==> src/rtl/uart_tx_arbiter_if.sv <==
// Requester/serializer bundle for the UART transmit arbiter.
// slave = arbiter side, master = clients plus serializer side.
interface uart_tx_arbiter_if;
    logic [3:0]  req;
    logic [31:0] data;
    logic [3:0]  last;
    logic [3:0]  ack;
    logic [3:0]  grant;
    logic        tx_start;
    logic [7:0]  tx_data;
    logic        tx_busy;
    logic        aborted;

    modport master (output req, data, last, tx_busy,
                    input  ack, grant, tx_start, tx_data, aborted);
    modport slave  (input  req, data, last, tx_busy,
                    output ack, grant, tx_start, tx_data, aborted);
endinterface

==> src/rtl/uart_tx_arbiter.sv <==
// Packet-level round-robin arbiter sharing one UART serializer among four requesters.
// Optional owner-idle timeout is enabled by defining UART_ARB_TIMEOUT_EN.
module uart_tx_arbiter #(
    parameter int IDLE_TIMEOUT = 4340
) (
    input logic              clk,
    input logic              reset,
    uart_tx_arbiter_if.slave bus
);
    typedef enum logic [1:0] {IDLE, ISSUE, WAIT_BUSY, WAIT_DONE} state_t;

    state_t      state, state_n;
    logic [1:0]  ptr, ptr_n, gidx, gidx_n, sel, idx;
    logic [3:0]  grant, grant_n, ack, ack_n;
    logic        start, start_n, last_q, last_n, found, timeout_hit;
    logic [7:0]  txd, txd_n;

    if (IDLE_TIMEOUT < 1) begin : g_bad_cfg
        $error("IDLE_TIMEOUT must be at least 1");
    end

`ifdef UART_ARB_TIMEOUT_EN
    localparam int CW = $clog2(IDLE_TIMEOUT + 1);
    logic [CW-1:0] idle_cnt;
    logic          aborted_q;

    // Counter is held at zero outside ISSUE, so it restarts on every ISSUE entry.
    assign timeout_hit = (state == ISSUE) && !bus.req[gidx] &&
                         (idle_cnt == CW'(IDLE_TIMEOUT - 1));

    always_ff @(posedge clk) begin
        if (!reset) begin
            idle_cnt  <= '0;
            aborted_q <= 1'b0;
        end else begin
            aborted_q <= timeout_hit;
            if (state != ISSUE || timeout_hit)
                idle_cnt <= '0;
            else if (!bus.req[gidx])
                idle_cnt <= idle_cnt + 1'b1;
        end
    end
    assign bus.aborted = aborted_q;
`else
    assign timeout_hit = 1'b0;
    assign bus.aborted = 1'b0;
`endif

    // Rotating priority: search upward from the slot after the last grantee.
    always_comb begin
        sel   = 2'd0;
        idx   = 2'd0;
        found = 1'b0;
        for (int k = 1; k <= 4; k++) begin
            idx = ptr + 2'(k);
            if (!found && bus.req[idx]) begin
                sel   = idx;
                found = 1'b1;
            end
        end
    end

    always_comb begin
        state_n = state;
        ptr_n   = ptr;
        gidx_n  = gidx;
        grant_n = grant;
        last_n  = last_q;
        txd_n   = txd;
        ack_n   = 4'b0;
        start_n = 1'b0;
        case (state)
            IDLE: if (found) begin
                gidx_n  = sel;
                grant_n = 4'b0001 << sel;
                state_n = ISSUE;
            end
            ISSUE: if (timeout_hit) begin
                ptr_n   = gidx;
                grant_n = 4'b0;
                state_n = IDLE;
            end else if (bus.req[gidx] && !bus.tx_busy) begin
                start_n     = 1'b1;
                txd_n       = bus.data[{gidx, 3'b000} +: 8];
                ack_n[gidx] = 1'b1;
                last_n      = bus.last[gidx];
                state_n     = WAIT_BUSY;
            end
            WAIT_BUSY: if (bus.tx_busy) state_n = WAIT_DONE;
            WAIT_DONE: if (!bus.tx_busy) begin
                if (last_q) begin
                    ptr_n   = gidx;
                    grant_n = 4'b0;
                    state_n = IDLE;
                end else begin
                    state_n = ISSUE;
                end
            end
            default: state_n = IDLE;
        endcase
    end

    always_ff @(posedge clk) begin
        if (!reset) begin
            state  <= IDLE;
            ptr    <= 2'd3;
            gidx   <= 2'd0;
            grant  <= 4'b0;
            ack    <= 4'b0;
            start  <= 1'b0;
            last_q <= 1'b0;
            txd    <= 8'h00;
        end else begin
            state  <= state_n;
            ptr    <= ptr_n;
            gidx   <= gidx_n;
            grant  <= grant_n;
            ack    <= ack_n;
            start  <= start_n;
            last_q <= last_n;
            txd    <= txd_n;
        end
    end

    assign bus.grant    = grant;
    assign bus.ack      = ack;
    assign bus.tx_start = start;
    assign bus.tx_data  = txd;
endmodule
==> src/flat_wrapper.sv <==
// flat-port wrapper written by rule: the top's interface ports become plain ports
module uart_tx_arbiter_flat 
#(
    parameter int IDLE_TIMEOUT = 4340
)
  (clk, reset, bus_req, bus_data, bus_last, bus_tx_busy, bus_ack, bus_grant, bus_tx_start, bus_tx_data, bus_aborted);
  uart_tx_arbiter_if bus_i ();
  input logic clk;
  input logic reset;
  input wire logic [$bits(bus_i.req)-1:0] bus_req;
  input wire logic [$bits(bus_i.data)-1:0] bus_data;
  input wire logic [$bits(bus_i.last)-1:0] bus_last;
  input wire logic [$bits(bus_i.tx_busy)-1:0] bus_tx_busy;
  output wire logic [$bits(bus_i.ack)-1:0] bus_ack;
  output wire logic [$bits(bus_i.grant)-1:0] bus_grant;
  output wire logic [$bits(bus_i.tx_start)-1:0] bus_tx_start;
  output wire logic [$bits(bus_i.tx_data)-1:0] bus_tx_data;
  output wire logic [$bits(bus_i.aborted)-1:0] bus_aborted;
  assign bus_i.req = bus_req;
  assign bus_i.data = bus_data;
  assign bus_i.last = bus_last;
  assign bus_i.tx_busy = bus_tx_busy;
  assign bus_ack = bus_i.ack;
  assign bus_grant = bus_i.grant;
  assign bus_tx_start = bus_i.tx_start;
  assign bus_tx_data = bus_i.tx_data;
  assign bus_aborted = bus_i.aborted;
  uart_tx_arbiter #(.IDLE_TIMEOUT(IDLE_TIMEOUT)) u_core (.clk(clk), .reset(reset), .bus(bus_i));
endmodule
==> config.mk <==
export PLATFORM = sky130hd
export DESIGN_NAME = uart_tx_arbiter_flat
export DESIGN_NICKNAME = d
export VERILOG_FILES = /design/src/rtl/uart_tx_arbiter_if.sv /design/src/rtl/uart_tx_arbiter.sv /design/src/flat_wrapper.sv
export SDC_FILE = /design/constraint.sdc
export NUM_CORES = 1
export LEC_CHECK = 0
export ABC_CLOCK_PERIOD_IN_PS = 1800
export CAP_MARGIN = 30
export CORE_UTILIZATION = 42
export CTS_CLUSTER_SIZE = 12
export DETAILED_ROUTE_END_ITERATION = 7
export HOLD_SLACK_MARGIN = 0.1
export PLACE_DENSITY_LB_ADDON = 0.25
export SLEW_MARGIN = 15
export SYNTH_ARGS = -nofsm -noshare
export SYNTH_HDL_FRONTEND = slang
export SYNTH_SLANG_ARGS = --single-unit
==> constraint.sdc <==
create_clock -name clk -period 1.8 [get_ports clk]
set_input_delay 0.45 -clock clk [delete_from_list [all_inputs] [get_ports clk]]
set_output_delay 0.45 -clock clk [all_outputs]
set_load 0.005 [all_outputs]
== Word-level counts from Yosys, hierarchy flattened ==
Cells that the tools add are included.
Cells by class
  equal/unequal tests: 8
  shifts and indexed selects: 2
  add/sub/neg operators: 3
  bitwise logic cells: 1
  magnitude comparators: 6
  reduce and logical (&&, ||, !) cells: 18
  muxes and demuxes: 33
Operators with widths (count)
  32-bit by 6-bit variable part select with 8-bit output: 1
  2-bit two-way mux: 8
  2-bit by 3-bit less-than comparator with 1-bit output, second input constant: 5
  1-bit two-way mux: 13
  1-bit binary-select mux with 2-bit select: 6
  4-bit two-way mux: 3
  2-bit one-hot mux with 4 select lines: 1
  4-bit one-hot mux with 2 select lines: 1
  4-bit AND reduction: 2
  2-bit by 1-bit != test with 1-bit output, second input constant: 3
  2-bit AND reduction: 3
  3-bit AND reduction: 2
  1-bit logical AND: 5
  2-bit adder, second input constant: 2
  2-bit equality test, second input constant: 2
  1-bit logical NOT: 4
  2-bit != test, second input constant: 2
  1-bit by 2-bit left shift with 4-bit output, first input constant: 1
  2-bit by 1-bit adder with 2-bit output, second input constant: 1
  1-bit demux with 2-bit select: 1
  2-bit by 1-bit equality test with 1-bit output, second input constant: 1
  2-bit by 1-bit >= comparator with 1-bit output, second input constant: 1
  2-bit logical NOT: 1
  2-bit nonzero test: 1
  1-bit NOT: 1
Storage, ports and cells
  input port bits: 43
  output and inout bits: 18
  word-level logic and storage cells: 79
  flip-flop bits (word level): 24

== Depth between registers and ports, before layout ==
Gate-level depths: netlist of run 1.
  depth after elaboration: 16
  depth in mapped cells: 6
  gate-level depth less buffers: 6

== Least setup slack after synthesis of run 1 ==
No wires, ideal clock.
  path type: reg-to-reg
  from: register u_core.gidx[0]
  to: register u_core.txd[5], in the netlist u_core.bus.tx_data[5]
  cell stages (with the launch flop): 6
  library setup time: 115 ps
  path slack: 299 ps
  required time: 1685 ps
  period minus slack after synthesis: 1501 ps
  path buffers: 2
  arrival: 1387 ps
  cell sequence: dfxtp_1 buf_6 buf_8 mux4_2 and3_1 o21a_1
Between the ends
  longest elaborated chain between the ends: 4
  elaborated cells on any way between the ends: 5
  classes of those cells: 1 x shift; 2 x mux; 2 x reduce/logical
RTL lines
  start, declared: RTL line uart_tx_arbiter.sv:13  | logic [1:0] ptr, ptr_n, gidx, gidx_n, sel, idx;
  start signal, assigned: RTL line uart_tx_arbiter.sv:116  | gidx <= gidx_n;
  parallel branches: the longest is 4 deep, another holds 32-bit by 6-bit variable part select with 8-bit output
  end signal, assigned: RTL line uart_tx_arbiter.sv:121  | txd <= txd_n;
  end, declared: RTL line uart_tx_arbiter.sv:16  | logic [7:0] txd, txd_n;
Several ways; the timed one is not identified. The select of a mux whose other input is x is not followed.
A chain may end at the register's enable or synchronous reset.

== Worst setup path in the final report of run 1 ==
  from: input port bus_req[2]
  to: register u_core.state[0]
Between the ends
  longest elaborated chain between the ends: 14
  elaborated cells on any way between the ends: 24
  classes of those cells: 2 x eq/ne; 14 x mux; 8 x reduce/logical
RTL lines
  start, declared: RTL line flat_wrapper.sv:10  | input wire logic [$bits(bus_i.req)-1:0] bus_req;
  1-bit binary-select mux with 2-bit select: RTL line uart_tx_arbiter.sv:56  | if (!found && bus.req[idx]) begin
  1-bit two-way mux (implied by the code): RTL line uart_tx_arbiter.sv:56
  1-bit two-way mux: RTL line uart_tx_arbiter.sv:56
  1-bit logical NOT: RTL line uart_tx_arbiter.sv:56
  1-bit logical AND: RTL line uart_tx_arbiter.sv:56
  1-bit two-way mux: RTL line uart_tx_arbiter.sv:56
  1-bit logical NOT: RTL line uart_tx_arbiter.sv:56
  1-bit logical AND: RTL line uart_tx_arbiter.sv:56
  1-bit two-way mux: RTL line uart_tx_arbiter.sv:56
  1-bit logical NOT: RTL line uart_tx_arbiter.sv:56
  1-bit logical AND: RTL line uart_tx_arbiter.sv:56
  1-bit two-way mux: RTL line uart_tx_arbiter.sv:56
  2-bit by 1-bit != test with 1-bit output (no line)
  4-bit AND reduction (no line) (*)
  end signal, assigned: RTL line uart_tx_arbiter.sv:114  | state <= state_n;
  end, declared: RTL line uart_tx_arbiter.sv:12  | state_t state, state_n;
Every way passes the cells marked *; elsewhere a longest branch is shown, timed or not. The select of a mux whose other input is x is not followed.

==> results.toml, run 1 <==
[final_layout]
final_nets = 247
drive_above_1_share = 0.152
layout_common_cells = "clkdlybuf4s50_1, dfxtp_1, buf_4"
diodes = 0
area_growth_pct = 51.4
final_common_cell = "clkdlybuf4s50_1"
fillers = 247

[synth]
synthMuxAreaShare = 0.206
synth_compound_area_frac = 0.196
yosysWarnings = 0
synth_nets = 181
syn_avg_cell_area_um2 = 10.5
synth-adder-area-share = 0.0354
synth_top_family_by_area = "multiplexers"
yosysUniqueCellTypes = 40
synthSimpleGateAreaFrac = 0.156
ys_seq_elements = 24
synth-xor-area-share = 0
synth_top_area_cell = "dfxtp_1"
yosys-top-cells-area = "dfxtp_1, mux4_1, mux4_2, mux2i_1, o21a_1"
synth_area_um2 = 1410
synth_top_area_frac = 0.340
seq_area_frac_synth = 0.340
syn_inst = 134

[floorplanning]
ioPinCount = 61
coreArea_um2 = 3130
floorplan.rows = 20
die-area_um2 = 3600
die_h_um = 60.0
start_util = 0.452
fp.dieW_um = 60.0

[critical_path]
critPathKind = "primary input to flip-flop"
worstSetupStartpointType = "primary input"
r2r-start = "u_core.state[0]$_SDFFE_PN0P_"
cp.required_ns = 2.05
cp.arrival_ns = 1.90
crit_fanout = 4
crit_start = "bus_req[2]"
endpoint_kind = "flip-flop"

[global_route]
overflow = 0
grt_pass1_wl_mm = 5.75
antenna_found_initial = 0
grt_max_degree = 21
first_global_vias = 1326
grt_usage = 0.216

[timing]
rsz0062_at_grt = "false"
clock-skew-final_ns = 0.00203
fmax_ghz = 0.604
finalHoldViolCount = 0
hold-worst-slack_ns = 0.480
tns_ns = 0
drv_slew = 0
finalCriticalPeriod_ns = 1.66
min_period_over_period = 0.920
finalSetupViolations = 0

[pwr]
power.total_mw = 1.81
vdd_drop_max_mv = 0.520
p_per_area_nw_per_um2 = 848
power.leakage_nw = 0.873

[clock_network]
clk_latency_ns = 0.31
cts_max_level = 1
cts_buffer_depth = 2
numCtsBuffers = 3
cts_tree = "yes"
cts_root_buf = "clkbuf_4"
cts.sink_count = 24
path_clk_slew_ns = 0.13

[min_path]
hold_class = "flip-flop to flip-flop"
hp-start = "u_core.bus.grant[1]$_SDFFE_PN0P_"

[routing]
avgViaCountPerCell = 5.34
vias = 1292
drcViolationCount = 0
finalWirelength_mm = 3.57
dr.pass1.iters = 4
drt_iter0_drc = 28
final_antenna_net_count = 0
wire_per_inst_um = 14.8

[job]
drv_cap = 0

[placed_design]
io_buffers = 59
gp_congestion = 0.763
hpwl_mm = 2.81

[outcome]
outcome = "completed"
final timing paths:
| path | endpoint | slack [ns] | depth (start not counted) |
|---|---|---|---|
| min | u_core.bus.grant[1]$_SDFFE_PN0P_ | 0.48 | 1 |
| max | u_core.state[0]$_SDFFE_PN0P_ | 0.14 | 5 |
| max reg2reg | u_core.state[0]$_SDFFE_PN0P_ | 0.17 | 6 |
| min reg2reg | u_core.bus.grant[1]$_SDFFE_PN0P_ | 0.48 | 1 |
routing by layer:
metal | GRT usage | part of all wire | vias up
li1 | - | - | 626
met1 | 0.227 | 0.41 | 618
met2 | 0.422 | 0.51 | 41
met3 | 0.0325 | 0.059 | 7
met4 | 0.0831 | 0.020 | 0
met5 | 0 | 0 | -
cell type report:
cell class | count | area [µm²] | area share
multi-input cells | 93 | 857 | 0.401
repair buffers | 72 | 701 | 0.328
flip-flops and latches | 24 | 480 | 0.225
well taps | 44 | 55.1 | 0.0257
clock buffers | 3 | 22.5 | 0.0105
inverters | 6 | 22.5 | 0.0105
through the flow:
stage / instance area [µm²] / worst slack, ns / utilization / std cells
6_report: 2140 / 0.143 / 0.684 / 242
5_1_grt: 2140 / 0.0643 / 0.684 / 242
4_1_cts: 2120 / 0.120 / 0.679 / 242
3_5_place_dp: 2100 / -0.234 / 0.672 / 239
3_3_place_gp: 2100 / -0.160 / 0.672 / 239
2_1_floorplan: 1410 / 0.299 / - / 134
power by group:
group	total, mW	switching [mW]	internal (mW)
combinational	0.924	0.414	0.510
clock	0.237	0.159	0.0784
sequential	0.653	0.0479	0.605
kinds of logic after synthesis:
| logic type | count (synthesis) |
|---|---|
| buf+inv | 17 |
| simple gates | 37 |
| mux | 16 |
| flops | 24 |
| other cells | 1 |
| compound gates | 35 |
| fa+ha+maj | 4 |
critical path, stage by stage:
cell and delay (ns):
clkdlybuf4s50_1 0.50, nor4_4 0.41, a221oi_1 0.18, o211a_1 0.17
a211oi_2 0.19
timing repair:
| action | in CTS | in global routing |
|---|---|---|
| hold buffers | 0 | 0 |
| buffers inserted | 0 | 0 |
| resized for setup | 0 | 2 |
| endpoints found under the setup margin | 0 | 2 |
cell usage after synthesis, drive strengths merged:
cell type	n
nand2	8
o211a	1
a21o	1
nor4	2
o22ai	1
a22o	1
o2bb2ai	2
a21boi	8
o21ai	2
a31oi	1
nand2b	3
buf	6
mux4	9
a221oi	1
nand3b	2
or2	1
and3b	2
nor2b	3
a211oi	3
inv	6
and3	11
clkbuf	5
a32o	1
nor3b	1
a21oi	3
dfxtp	24
ha	4
o21a	9
nor2	4
mux2i	7
o221a	1
conb	1
flip-flops by register name, indices dropped and copies added, names as in the netlist:
name                 flops
u_core.ptr               2
u_core.state             2
u_core.bus.grant         4
u_core.gidx              2
u_core.bus.tx_data       8
u_core.last_q            1
u_core.bus.tx_start      1
u_core.bus.ack           4
Power figures use the tool's default switching activity.
==> run 2, diff against run 1 <==
Settings changed: CORE_UTILIZATION 42 to 55, DONT_BUFFER_PORTS set to 1.
==> run 2 against run 1 <==
Core utilization shrank 8.4 points. Global-route usage grew 0.76 points. First-iteration DRC count shrank 54%. Clock power grew 21%. Worst setup slack gained 0.063 ns. Final cell count shrank 32%. Total power shrank 9.3%. Routed wire length shrank 21%. Sequential cell count is the same. Register-to-register slack gained 0.04 ns. Largest power group unchanged.
==> results.toml, run 2 (same netlist as run 1, synthesis figures left out) <==
[outcome]
outcome = "completed"

[clock_network]
cts_max_level = 1
numCtsBuffers = 3
cts_setup_buffers = 0
post_cts_resized = 0
cts_tree = "yes"
hold_buffers = 0
cts_buffer_depth = 2
cts.sink_count = 24
cts_root_buf = "clkbuf_4"
path_clk_slew_ns = 0.13
clk_latency_ns = 0.32

[pwr]
p_per_area_nw_per_um2 = 1120
vdd_drop_max_mv = 0.869
power.leakage_nw = 0.623

[final_layout]
final_common_cell = "dfxtp_1"
largest_reg_flops = 8
instances_no_fill = 164
diodes = 0
post-route-util = 0.599
area_growth_pct = 4.16
final_nets = 182
drive_above_1_share = 0.179
layout_common_cells = "dfxtp_1, and3_1, o21a_1"

[critical_path]
critPathKind = "flip-flop to flip-flop"
cp.required_ns = 2.05
r2r_slack_ns = 0.21
endpoint_kind = "flip-flop"
cp.arrival_ns = 1.85
worstSetupStartpointType = "flip-flop"
crit_fanout = 3

[floorplanning]
floorplan.rows = 18
start_util = 0.575
die_h_um = 52.7
ioPinCount = 61
coreArea_um2 = 2450
die-area_um2 = 2780
fp.dieW_um = 52.7

[placed_design]
post-place-ws_ns = 0.243
dpl.cell_count = 160
gp_congestion = 0.754
hpwl_mm = 2.11
io_buffers = 0

[routing]
wire_per_inst_um = 17.3
finalWirelength_mm = 2.84
drcViolationCount = 0
final_antenna_net_count = 0
dr.pass1.iters = 4
avgViaCountPerCell = 6.29
vias = 1031
drt_iter0_drc = 13

[timing]
fmax_ghz = 0.627
worst_slack_ns = 0.206
finalSetupViolations = 0
hold-worst-slack_ns = 0.193
clock-skew-final_ns = 0.00162
drv_slew = 0
tns_ns = 0
min_period_over_period = 0.885
finalHoldViolCount = 0
rsz0062_at_grt = "false"
finalCriticalPeriod_ns = 1.59

[min_path]
hold_class = "primary input to flip-flop"

[global_route]
grt_pass1_wl_mm = 4.45
antenna_found_initial = 0
first_global_vias = 1015
grt_usage = 0.224
grt_max_degree = 20
overflow = 0

[job]
drv_cap = 0
## run 2: per-stage QoR
step	total power [mW]	instance area, µm²
2_1_floorplan	1.25	1410
3_3_place_gp	1.35	1440
3_5_place_dp	1.37	1440
4_1_cts	1.66	1470
5_1_grt	1.77	1470
6_report	1.65	1470
## run 2: metal layers
metal	track usage	up-vias	routed length (µm)
met3	0.0638	6	228
li1	-	496	-
met4	0.0877	0	37
met1	0.255	493	1190
met5	0	-	0
met2	0.388	36	1380
## run 2: final cells by class
| type | instances | area [µm²] |
|---|---|---|
| inverter | 6 | 22.5 |
| timing repair buffer | 7 | 52.6 |
| fill | 213 | 983 |
| tap | 30 | 37.5 |
| sequential | 24 | 480 |
| multi-input combinational | 93 | 842 |
| clock buffer | 4 | 36.3 |
## run 2: critical path, cell delays in order (launching register included)
cell and delay [ns]:
dfxtp_1 0.39, inv_1 0.09, ha_1 0.22, nor2b_1 0.13
a221oi_1 0.35, o21ai_2 0.14, a211oi_2 0.22
## run 2: final timing paths
check / from / end / cells after the start
worst max-delay path: u_core.state[0]$_SDFFE_PN0P_ / u_core.state[0]$_SDFFE_PN0P_ / 6
worst min-delay path: reset / u_core.ptr[1]$_SDFFE_PN1P_ / 1
worst max register to register: u_core.state[0]$_SDFFE_PN0P_ / u_core.state[0]$_SDFFE_PN0P_ / 6
worst min register to register: u_core.bus.grant[1]$_SDFFE_PN0P_ / u_core.bus.grant[1]$_SDFFE_PN0P_ / 1
## run 2: report_power, final
part	internal [mW]	total, mW	switching, mW	leakage [nW]
logic	0.346	0.701	0.355	0.407
registers	0.606	0.658	0.0526	0.195
clock network	0.124	0.286	0.163	0.0210
total	1.07	1.65	0.570	0.623
